`src/rtl/wb_flash_boot_copier_pkg.sv`:
```
// Shared types and constants for the flash-to-SSRAM boot copier.
// Provides the FSM state enum and the bus address helper.
package boot_copy_pkg;

  typedef enum logic [2:0] {
    ST_IDLE  = 3'd0,
    ST_RD_LO = 3'd1,
    ST_RD_HI = 3'd2,
    ST_WR    = 3'd3,
    ST_GAP   = 3'd4,
    ST_FIN   = 3'd5,
    ST_ERR   = 3'd6
  } copy_state_e;

  localparam int         FLASH_SEL_BIT = 27;
  localparam logic [3:0] WB_SEL_ALL    = 4'hF;

  // Byte address of 32-bit beat number `beat` above `base`; wraps modulo 2^32.
  function automatic logic [31:0] beat_addr(input logic [31:0] base, input logic [16:0] beat);
    return base + {13'd0, beat, 2'b00};
  endfunction

endpackage

```
`src/rtl/wb_flash_boot_copier_if.sv`:
```
// Wishbone classic bus bundle between the boot copier (master) and the
// shared SSRAM/flash responder (slave).
interface wb_flash_boot_copier_if;
  logic        wb_cyc_o;
  logic        wb_stb_o;
  logic        wb_we_o;
  logic [31:0] wb_addr_o;
  logic [3:0]  wb_sel_o;
  logic [31:0] wb_data_o;
  logic [31:0] wb_data_i;
  logic        wb_ack_i;

  modport master (
    output wb_cyc_o, wb_stb_o, wb_we_o, wb_addr_o, wb_sel_o, wb_data_o,
    input  wb_data_i, wb_ack_i
  );

  modport slave (
    input  wb_cyc_o, wb_stb_o, wb_we_o, wb_addr_o, wb_sel_o, wb_data_o,
    output wb_data_i, wb_ack_i
  );
endinterface

```
`src/rtl/wb_flash_boot_copier_tmo.sv`:
```
// Clearable saturating cycle counter used to bound how long a bus
// transaction may wait for its acknowledge.
module wb_tmo_counter #(
  parameter int TIMEOUT = 1024
) (
  input  logic clk_i,
  input  logic rst_i,
  input  logic clr,
  input  logic inc,
  output logic expired
);

  localparam int            CW   = (TIMEOUT > 2) ? $clog2(TIMEOUT) : 1;
  localparam logic [CW-1:0] LAST = CW'(TIMEOUT - 1);

  logic [CW-1:0] cnt_r;

  // Count waiting cycles, holding at the last value instead of wrapping.
  always_ff @(posedge clk_i) begin
    if (!rst_i) begin
      cnt_r <= '0;
    end else if (clr) begin
      cnt_r <= '0;
    end else if (inc && (cnt_r != LAST)) begin
      cnt_r <= cnt_r + CW'(1);
    end else begin
      cnt_r <= cnt_r;
    end
  end

  assign expired = (cnt_r == LAST);

endmodule

```
`src/rtl/wb_flash_boot_copier.sv`:
```
// Wishbone initiator copying a 16-bit-wide flash image into 32-bit SSRAM:
// two flash reads are packed into one SSRAM write, with a one-cycle idle gap between transactions.
module wb_flash_boot_copier
  import boot_copy_pkg::*;
#(
  parameter int TIMEOUT    = 1024,
  parameter int AUTO_START = 1
) (
  input  logic                          clk_i,
  input  logic                          rst_i,
  input  logic                          start_i,
  input  logic [31:0]                   src_base_i,
  input  logic [31:0]                   dst_base_i,
  input  logic [15:0]                   len_i,
  output logic                          busy_o,
  output logic                          done_o,
  output logic                          err_o,
  wb_flash_boot_copier_if.master        wb
);

  copy_state_e state_r;
  copy_state_e last_op_r;
  logic [31:0] src_r;
  logic [31:0] dst_r;
  logic [15:0] len_r;
  logic [15:0] idx_r;
  logic [31:0] buf_r;
  logic        auto_pend_r;

  logic        cyc_r;
  logic        stb_r;
  logic        we_r;
  logic [31:0] addr_r;
  logic [3:0]  sel_r;
  logic [31:0] dat_r;
  logic        busy_r;
  logic        done_r;
  logic        err_r;

  logic        tmo_clr_s;
  logic        tmo_inc_s;
  logic        tmo_expired_s;
  logic        unused_data_s;

  // Flash drives only the low half-word; the upper bits are don't-care.
  assign unused_data_s = ^wb.wb_data_i[31:16];

  assign tmo_clr_s = ~stb_r;
  assign tmo_inc_s = stb_r & ~wb.wb_ack_i;

  wb_tmo_counter #(
    .TIMEOUT (TIMEOUT)
  ) u_tmo (
    .clk_i   (clk_i),
    .rst_i   (rst_i),
    .clr     (tmo_clr_s),
    .inc     (tmo_inc_s),
    .expired (tmo_expired_s)
  );

  // Copy sequencer: owns every bus and status register.
  always_ff @(posedge clk_i) begin
    if (!rst_i) begin
      state_r     <= ST_IDLE;
      last_op_r   <= ST_IDLE;
      src_r       <= 32'h0;
      dst_r       <= 32'h0;
      len_r       <= 16'h0;
      idx_r       <= 16'h0;
      buf_r       <= 32'h0;
      auto_pend_r <= (AUTO_START != 0);
      cyc_r       <= 1'b0;
      stb_r       <= 1'b0;
      we_r        <= 1'b0;
      addr_r      <= 32'h0;
      sel_r       <= 4'h0;
      dat_r       <= 32'h0;
      busy_r      <= 1'b0;
      done_r      <= 1'b0;
      err_r       <= 1'b0;
    end else begin
      case (state_r)
        ST_IDLE: begin
          auto_pend_r <= 1'b0;
          if (start_i || auto_pend_r) begin
            src_r  <= src_base_i;
            dst_r  <= dst_base_i;
            len_r  <= len_i;
            idx_r  <= 16'h0;
            done_r <= 1'b0;
            err_r  <= 1'b0;
            busy_r <= 1'b1;
            if (len_i == 16'h0) begin
              state_r <= ST_FIN;
            end else begin
              state_r <= ST_RD_LO;
              cyc_r   <= 1'b1;
              stb_r   <= 1'b1;
              we_r    <= 1'b0;
              sel_r   <= WB_SEL_ALL;
              dat_r   <= 32'h0;
              addr_r  <= src_base_i;
            end
          end
        end

        ST_RD_LO, ST_RD_HI, ST_WR: begin
          if (wb.wb_ack_i) begin
            if (state_r == ST_RD_LO) begin
              buf_r[15:0] <= wb.wb_data_i[15:0];
            end else if (state_r == ST_RD_HI) begin
              buf_r[31:16] <= wb.wb_data_i[15:0];
            end else begin
              idx_r <= idx_r + 16'd1;
            end
            cyc_r     <= 1'b0;
            stb_r     <= 1'b0;
            last_op_r <= state_r;
            state_r   <= ST_GAP;
          end else if (tmo_expired_s) begin
            cyc_r   <= 1'b0;
            stb_r   <= 1'b0;
            state_r <= ST_ERR;
          end
        end

        // Bus is idle for this one cycle; launch whichever transaction follows.
        ST_GAP: begin
          case (last_op_r)
            ST_RD_LO: begin
              state_r <= ST_RD_HI;
              cyc_r   <= 1'b1;
              stb_r   <= 1'b1;
              we_r    <= 1'b0;
              dat_r   <= 32'h0;
              addr_r  <= beat_addr(src_r, {idx_r, 1'b1});
            end
            ST_RD_HI: begin
              state_r <= ST_WR;
              cyc_r   <= 1'b1;
              stb_r   <= 1'b1;
              we_r    <= 1'b1;
              dat_r   <= buf_r;
              addr_r  <= beat_addr(dst_r, {1'b0, idx_r});
            end
            ST_WR: begin
              if (idx_r == len_r) begin
                state_r <= ST_FIN;
              end else begin
                state_r <= ST_RD_LO;
                cyc_r   <= 1'b1;
                stb_r   <= 1'b1;
                we_r    <= 1'b0;
                dat_r   <= 32'h0;
                addr_r  <= beat_addr(src_r, {idx_r, 1'b0});
              end
            end
            default: begin
              state_r <= ST_IDLE;
            end
          endcase
        end

        ST_FIN: begin
          busy_r  <= 1'b0;
          done_r  <= 1'b1;
          state_r <= ST_IDLE;
        end

        ST_ERR: begin
          busy_r  <= 1'b0;
          err_r   <= 1'b1;
          state_r <= ST_IDLE;
        end

        default: begin
          cyc_r   <= 1'b0;
          stb_r   <= 1'b0;
          busy_r  <= 1'b0;
          state_r <= ST_IDLE;
        end
      endcase
    end
  end

  assign wb.wb_cyc_o  = cyc_r;
  assign wb.wb_stb_o  = stb_r;
  assign wb.wb_we_o   = we_r;
  assign wb.wb_addr_o = addr_r;
  assign wb.wb_sel_o  = sel_r;
  assign wb.wb_data_o = dat_r;
  assign busy_o       = busy_r;
  assign done_o       = done_r;
  assign err_o        = err_r;

endmodule

```
`src/flat_wrapper.sv`:
```
// flat-port wrapper written by rule: the top's interface ports become plain ports
module wb_flash_boot_copier_flat import boot_copy_pkg::*;
#(
  parameter int TIMEOUT    = 1024,
  parameter int AUTO_START = 1
)
  (clk_i, rst_i, start_i, src_base_i, dst_base_i, len_i, busy_o, done_o, err_o, wb_wb_cyc_o, wb_wb_stb_o, wb_wb_we_o, wb_wb_addr_o, wb_wb_sel_o, wb_wb_data_o, wb_wb_data_i, wb_wb_ack_i);
  wb_flash_boot_copier_if wb_i ();
  input  logic clk_i;
  input  logic rst_i;
  input  logic start_i;
  input  logic [31:0] src_base_i;
  input  logic [31:0] dst_base_i;
  input  logic [15:0] len_i;
  output logic busy_o;
  output logic done_o;
  output logic err_o;
  output wire logic [$bits(wb_i.wb_cyc_o)-1:0] wb_wb_cyc_o;
  output wire logic [$bits(wb_i.wb_stb_o)-1:0] wb_wb_stb_o;
  output wire logic [$bits(wb_i.wb_we_o)-1:0] wb_wb_we_o;
  output wire logic [$bits(wb_i.wb_addr_o)-1:0] wb_wb_addr_o;
  output wire logic [$bits(wb_i.wb_sel_o)-1:0] wb_wb_sel_o;
  output wire logic [$bits(wb_i.wb_data_o)-1:0] wb_wb_data_o;
  input wire logic [$bits(wb_i.wb_data_i)-1:0] wb_wb_data_i;
  input wire logic [$bits(wb_i.wb_ack_i)-1:0] wb_wb_ack_i;
  assign wb_wb_cyc_o = wb_i.wb_cyc_o;
  assign wb_wb_stb_o = wb_i.wb_stb_o;
  assign wb_wb_we_o = wb_i.wb_we_o;
  assign wb_wb_addr_o = wb_i.wb_addr_o;
  assign wb_wb_sel_o = wb_i.wb_sel_o;
  assign wb_wb_data_o = wb_i.wb_data_o;
  assign wb_i.wb_data_i = wb_wb_data_i;
  assign wb_i.wb_ack_i = wb_wb_ack_i;
  wb_flash_boot_copier #(.TIMEOUT(TIMEOUT), .AUTO_START(AUTO_START)) u_core (.clk_i(clk_i), .rst_i(rst_i), .start_i(start_i), .src_base_i(src_base_i), .dst_base_i(dst_base_i), .len_i(len_i), .busy_o(busy_o), .done_o(done_o), .err_o(err_o), .wb(wb_i));
endmodule
```
`config.mk`:
```
export PLATFORM = sky130hd
export DESIGN_NAME = wb_flash_boot_copier_flat
export DESIGN_NICKNAME = d
export VERILOG_FILES = /design/src/rtl/wb_flash_boot_copier_pkg.sv /design/src/rtl/wb_flash_boot_copier_if.sv /design/src/rtl/wb_flash_boot_copier_tmo.sv /design/src/rtl/wb_flash_boot_copier.sv /design/src/flat_wrapper.sv
export SDC_FILE = /design/constraint.sdc
export NUM_CORES = 1
export LEC_CHECK = 0
export ABC_AREA = 1
export CAP_MARGIN = 20
export CORE_MARGIN = 2
export CORE_UTILIZATION = 50
export DETAILED_ROUTE_END_ITERATION = 6
export HOLD_SLACK_MARGIN = 0.1
export PLACE_DENSITY = 0.75
export SKIP_CTS_REPAIR_TIMING = 1
export SLEW_MARGIN = 10
export SYNTH_ARGS = -nofsm -noshare
export SYNTH_HDL_FRONTEND = slang
export SYNTH_SLANG_ARGS = --single-unit
```
`constraint.sdc`:
```
create_clock -name clk_i -period 3 [get_ports clk_i]
set_clock_uncertainty 0.2 [all_clocks]
set_input_delay 0.75 -clock clk_i [delete_from_list [all_inputs] [get_ports clk_i]]
set_output_delay 0.75 -clock clk_i [all_outputs]
set_load 0.01 [all_outputs]
```
* After elaboration in Yosys (flattened, before gate mapping)
Cells that the tools add are included.
** Storage, ports and cells
- Memory bits (read-only) :: 0
- Bits in registers :: 215
- Output and inout port bits :: 74
- Memory bits (writable) :: 0
- Latch bits :: 0
- Memories kept :: 0
** Operators by class
- Bitwise operators :: 6
- Magnitude comparators :: 0
- Add/subtract/negate cells :: 5
- Reductions and logical operators :: 25
- Mux-type cells :: 39
- $mul :: 0
- Shift operators :: 0
- Divide/modulo/power cells :: 0
- Equal/unequal tests :: 21
** Operators by type and width (count)
- $mux 32 :: 6
- $pmux 32 s3 :: 2
- $pmux 32 s2 :: 2
- $add 32x19->32 :: 2
- $mux 16 :: 4
- $add 32x18->32 :: 1
- $pmux 16 s2 :: 1
- $pmux 3 s3 :: 2
- $add 16x1->16 const B :: 1
- $eq 16x16->1 :: 1
- $logic_not 16->1 :: 1
- $mux 3 :: 5
- $reduce_and 2->1 :: 7
- $eq 3x2->1 const B :: 4
- $add 10x1->10 const B :: 1
- $eq 10x10->1 const B :: 1
- $mux 1 :: 10
- $ne 10x10->1 const B :: 1
- $pmux 1 s2 :: 5
- $reduce_and 5->1 :: 2
- $eq 3x3->1 const B :: 3
- $ne 2x2->1 const B :: 4
- $reduce_bool 2->1 :: 4
- $eq 3x1->1 const B :: 2
- other kinds (17) :: 24

* Longest topological paths before layout
- Depth in word-level cells :: 5
- Depth in mapped cells :: 16

* By module
Synthesis repeated with hierarchy kept, for this count alone.
** Second synthesis, totals
- Cells, all modules :: 2021
- Area total of the unflattened synthesis :: 12670.9 sq um
** By module, submodules not included
- wb_flash_boot_copier :: sequential area each 4103.9 sq um, cells an instance 1931, times used 1, area an instance 12075.3 sq um
- wb_tmo_counter :: sequential area each 200.2 sq um, cells an instance 90, times used 1, area an instance 595.6 sq um

* Worst setup path after synthesis
Ideal clock, no wire load.
- Path type :: reg2reg
- Start :: register u_core.idx_r[0]
- End :: register u_core.addr_r[19], in the netlist u_core.wb.wb_addr_o[19]
- Stages on the path, launching flop included :: 16
- Required time :: 2668 ps
- Path slack :: 636 ps
- Path buffers :: 0
- Data arrival time :: 2032 ps
- Cell sequence :: dfxtp_1 > ha_1 > fa_1 > inv_1 > nor2_1 > nor2_1 > nand2_1 > nand2_1 > nand2_1 > nand2_1 > nand2_1 > xor2_1 > nand2_1 > nand3b_1 > nand2_1 > a21oi_1
** On the way
- Longest elaborated chain between the ends :: 4
- Elaborated cells between the ends (all ways) :: 9
** Ends and longest elaborated chain
- start: declaration :: line wb_flash_boot_copier.sv:26 : logic [15:0] idx_r;
- start signal: assignment :: line wb_flash_boot_copier.sv:114 : idx_r <= idx_r + 16'd1;
- $add 32x19->32 :: line wb_flash_boot_copier_pkg.sv:20 : return base + {13'd0, beat, 2'b00};
- $mux 32 :: line wb_flash_boot_copier.sv:147 : if (idx_r == len_r) begin
- $pmux 32 s3 :: line wb_flash_boot_copier.sv:129 : case (last_op_r)
- $pmux 32 s2 :: line wb_flash_boot_copier.sv:82 : case (state_r)
- end signal: assignment :: line wb_flash_boot_copier.sv:136 : addr_r <= beat_addr(src_r, {idx_r, 1'b1});
- end signal: assignment :: line wb_flash_boot_copier.sv:144 : addr_r <= beat_addr(dst_r, {1'b0, idx_r});
- end signal: assignment :: line wb_flash_boot_copier.sv:155 : addr_r <= beat_addr(src_r, {idx_r, 1'b0});
- end: declaration :: line wb_flash_boot_copier.sv:33 : logic [31:0] addr_r;
Parallel ways exist; a longest one is shown, timed or not. The select of a mux whose other input is x is not followed.
A chain may end at the register's enable or synchronous reset.

* Worst setup path after layout
- Start :: register u_core.idx_r[14]
- End :: register u_core.addr_r[31], in the netlist u_core.wb.wb_addr_o[31]
Same word-level chain as after synthesis.

==> impl_results.md <==
* # fillers at 2434
* TritonCTS clock tree: done
* Setup_tns at 0 ns
* Min Clock Period, post-route at 2.78 ns
* WP data arrival at 3.00 ns
* Routability Congestion at 0.984
* CTS clk-pin slew, worst paths at 0.06 ns
* Via density per instance at 5.42
* Layout net count at 2383
* Vias in the first global route at 13200
* Top-count cell post-synth: nand2_1
* Gate count of the mapped netlist at 2042
* Post-DRT Antenna Nets at 0
* Post-synthesis sequential area ratio at 0.340
* Area share of the largest cell type after synthesis at 0.340
* DR pass1 iterations at 6
* Worst-path fanout max at 5
* Final period utilization at 0.926
* Crit Path Category: flop to flop
* # rows at 58
* CP required at 3.22 ns
* Hpwl dp at 33200 um
* Max Root-Sink Buffers at 3
* Final Instance Count excl. Fillers at 2578
* FFs w/ async S/R, synth at 0
* Die area at 26600 um2
* Power per cell area at 805 nW/um2
* Grt ovf at 0
* Mapped Nets at 2195
* Via count at 14000
* Hold crit path type: flop to flop
* Initial DRC count at 1135
* Type of destination of the critical path: flop
* Layout cells sized above 1 at 0.0641
* # setup viols final at 0
* Initial Util at 0.506
* Synth area leaders: dfxtp_1 (34%), nand2_1 (16%), nor2_1 (9.3%)
* Number of max-cap violations at 0
* Synthesis warning total at 0
* Ports at 190
* Placed cell count at 2533
* Slew HR at 0.623
* DR WL/cell at 16.7 um
* Most used flip-flop cell after synthesis: dfxtp_1
* Final wirelength at 43000 um
* Pre-CTS setup slack at 0.0818 ns
* DRC viols at 0
* Fin. Hold Viols at 0
* CTS Sinks at 215
* Core footprint at 25000 um2
* # H-tree levels at 1
* Port Buffer Count at 173
* VDD IR max at 0.755 mV
* Tot GR Track Use at 0.324
* Die Ht at 163 um
* Status: finished clean
* CTS Buf Count at 25
* Leading area contributor after synthesis: dfxtp_1
* Pin slew with the least headroom to its limit at 0.560 ns
* Worst skew pair latency at 0.55 ns
* Kind of start point of the critical path: flop
* Static leakage at 7.02 nW
* Power Total at 0.0127 W
* Initial antenna violation count at 0
* Number of distinct library cells after synthesis at 47
* Pin count of the biggest net entering global routing at 68
* Fmax at 0.360 GHz
* First-pass GRT wire length at 68600 um
* Synthesis-to-finish area growth at 24.4%
* Die W at 163 um
* Slew Limit Fails at 0
* Avg Inst Size Synth at 6.21 um2
* Flops & latches, synth at 215
* Final Instance Area at 15800 um2
* RSZ-0062 raised after global routing: no
* Post-Syn Area at 12700 um2
* Placed Area at 15000 um2
* Final setup margin at 0.221 ns
* Root Buffer: clkbuf_16
* Synth cell count leaders: nand2_1 (548), nor2_1 (313), dfxtp_1 (215), inv_1 (199), o21ai_0 (173)
* EDFF count, synth at 0
[where the power goes]
part	internal [W]	switching, W	leakage (nW)
logic	0.00205	0.00347	4.88
registers	0.00364	0.000549	1.76
clock network	0.00171	0.00127	0.374
[metal layers]
| metal | wire length [um] | track usage | part of all wire |
|---|---|---|---|
| met5 | 0 | 0 | 0 |
| met4 | 1430 | 0.109 | 0.033 |
| met3 | 2500 | 0.0411 | 0.058 |
| met2 | 20200 | 0.553 | 0.47 |
| met1 | 18900 | 0.422 | 0.44 |
[path summary, 6_finish.rpt]
path,depth (start not counted),end,slack [ns],start
max,12,u_core.wb.wb_addr_o[31]$_SDFFE_PN0P_,0.22,u_core.idx_r[14]$_SDFFE_PN0P_
min,2,u_core.auto_pend_r$_SDFFE_PN1P_,0.24,u_core.auto_pend_r$_SDFFE_PN1P_
max reg2reg,12,u_core.wb.wb_addr_o[31]$_SDFFE_PN0P_,0.22,u_core.idx_r[14]$_SDFFE_PN0P_
min reg2reg,2,u_core.auto_pend_r$_SDFFE_PN1P_,0.24,u_core.auto_pend_r$_SDFFE_PN1P_
[layout by cell type, fill, tap and decap left out, types with 2 or more instances in the layout]
cell,count
nand2_1,547
nor2_1,312
dfxtp_1,214
inv_1,198
o21ai_0,173
clkdlybuf4s50_1,172
a21oi_1,158
nand3_1,155
buf_4,57
nand4_1,42
ha_1,34
clkbuf_16,25
nor3_1,20
or2_2,18
o21ai_1,10
inv_2,8
o22ai_1,8
a211oi_1,8
nor2_2,7
xor2_1,7
clkbuf_1,7
nand3b_1,6
a31oi_1,5
xnor2_1,4
o21bai_1,4
o21a_1,4
clkinvlp_4,4
nor2_4,3
clkinv_2,3
fa_1,3
clkbuf_8,3
buf_12,3
clkinv_1,2
nand2_2,2
and2_1,2
[cell families (layout without fill, tap and decap cells)]
family,Yosys count,in the layout,share of synthesized area
other,0,1,0
flip-flops,215,215,0.340
AO/OA/AOI/OAI,377,377,0.155
XOR/XNOR,11,11,0.00760
adder cells (fa/ha/maj),37,37,0.0383
buffers and inverters,282,487,0.0895
AND/OR/NAND/NOR,1120,1120,0.370
[critical path, stage by stage, from the launching register on]
cell and delay [ns]:
dfxtp_1 0.58, ha_1 0.34, a21oi_1 0.17, o21ai_0 0.27, nand2_1 0.14, or2_2 0.31, nand2_1 0.07, nand2_1 0.04
nand3_1 0.09, nand2_1 0.05, o21ai_0 0.17, buf_4 0.14, a21oi_1 0.05
[metrics by stage]
step,hold WS (ns),util
5_1_grt,0.268,0.630
2_1_floorplan,0.211,-
4_1_cts,0.243,0.629
3_5_place_dp,0.229,0.598
6_report,0.240,0.630
3_3_place_gp,0.221,0.598
[sequential cells by signal (all words and copies together) (netlist names)]
| register | count |
|---|---|
| u_core.auto_pend_r | 1 |
| u_core.buf_r | 32 |
| u_core.busy_o | 1 |
| u_core.done_o | 1 |
| u_core.dst_r | 32 |
| u_core.err_o | 1 |
| u_core.idx_r | 16 |
| u_core.last_op_r | 3 |
| u_core.len_r | 16 |
| u_core.src_r | 32 |
| u_core.state_r | 3 |
| u_core.u_tmo.cnt_r | 10 |
| u_core.wb.wb_addr_o | 32 |
| u_core.wb.wb_cyc_o | 1 |
| u_core.wb.wb_data_o | 32 |
| u_core.wb.wb_sel_o | 1 |
| u_core.wb.wb_we_o | 1 |
[final cells by class]
type / count / area [um2] / area share
Multi-Input combinational cell: 1545 / 7250 / 0.460
Sequential cell: 215 / 4310 / 0.273
Timing Repair Buffer: 233 / 2210 / 0.140
Inverter: 210 / 792 / 0.0502
Clock buffer: 35 / 693 / 0.0440
Tap cell: 330 / 413 / 0.0262
Clock inverter: 9 / 98.8 / 0.00627
Antenna cell: 1 / 2.50 / 0.000159
(Power assumes the default switching activity.)
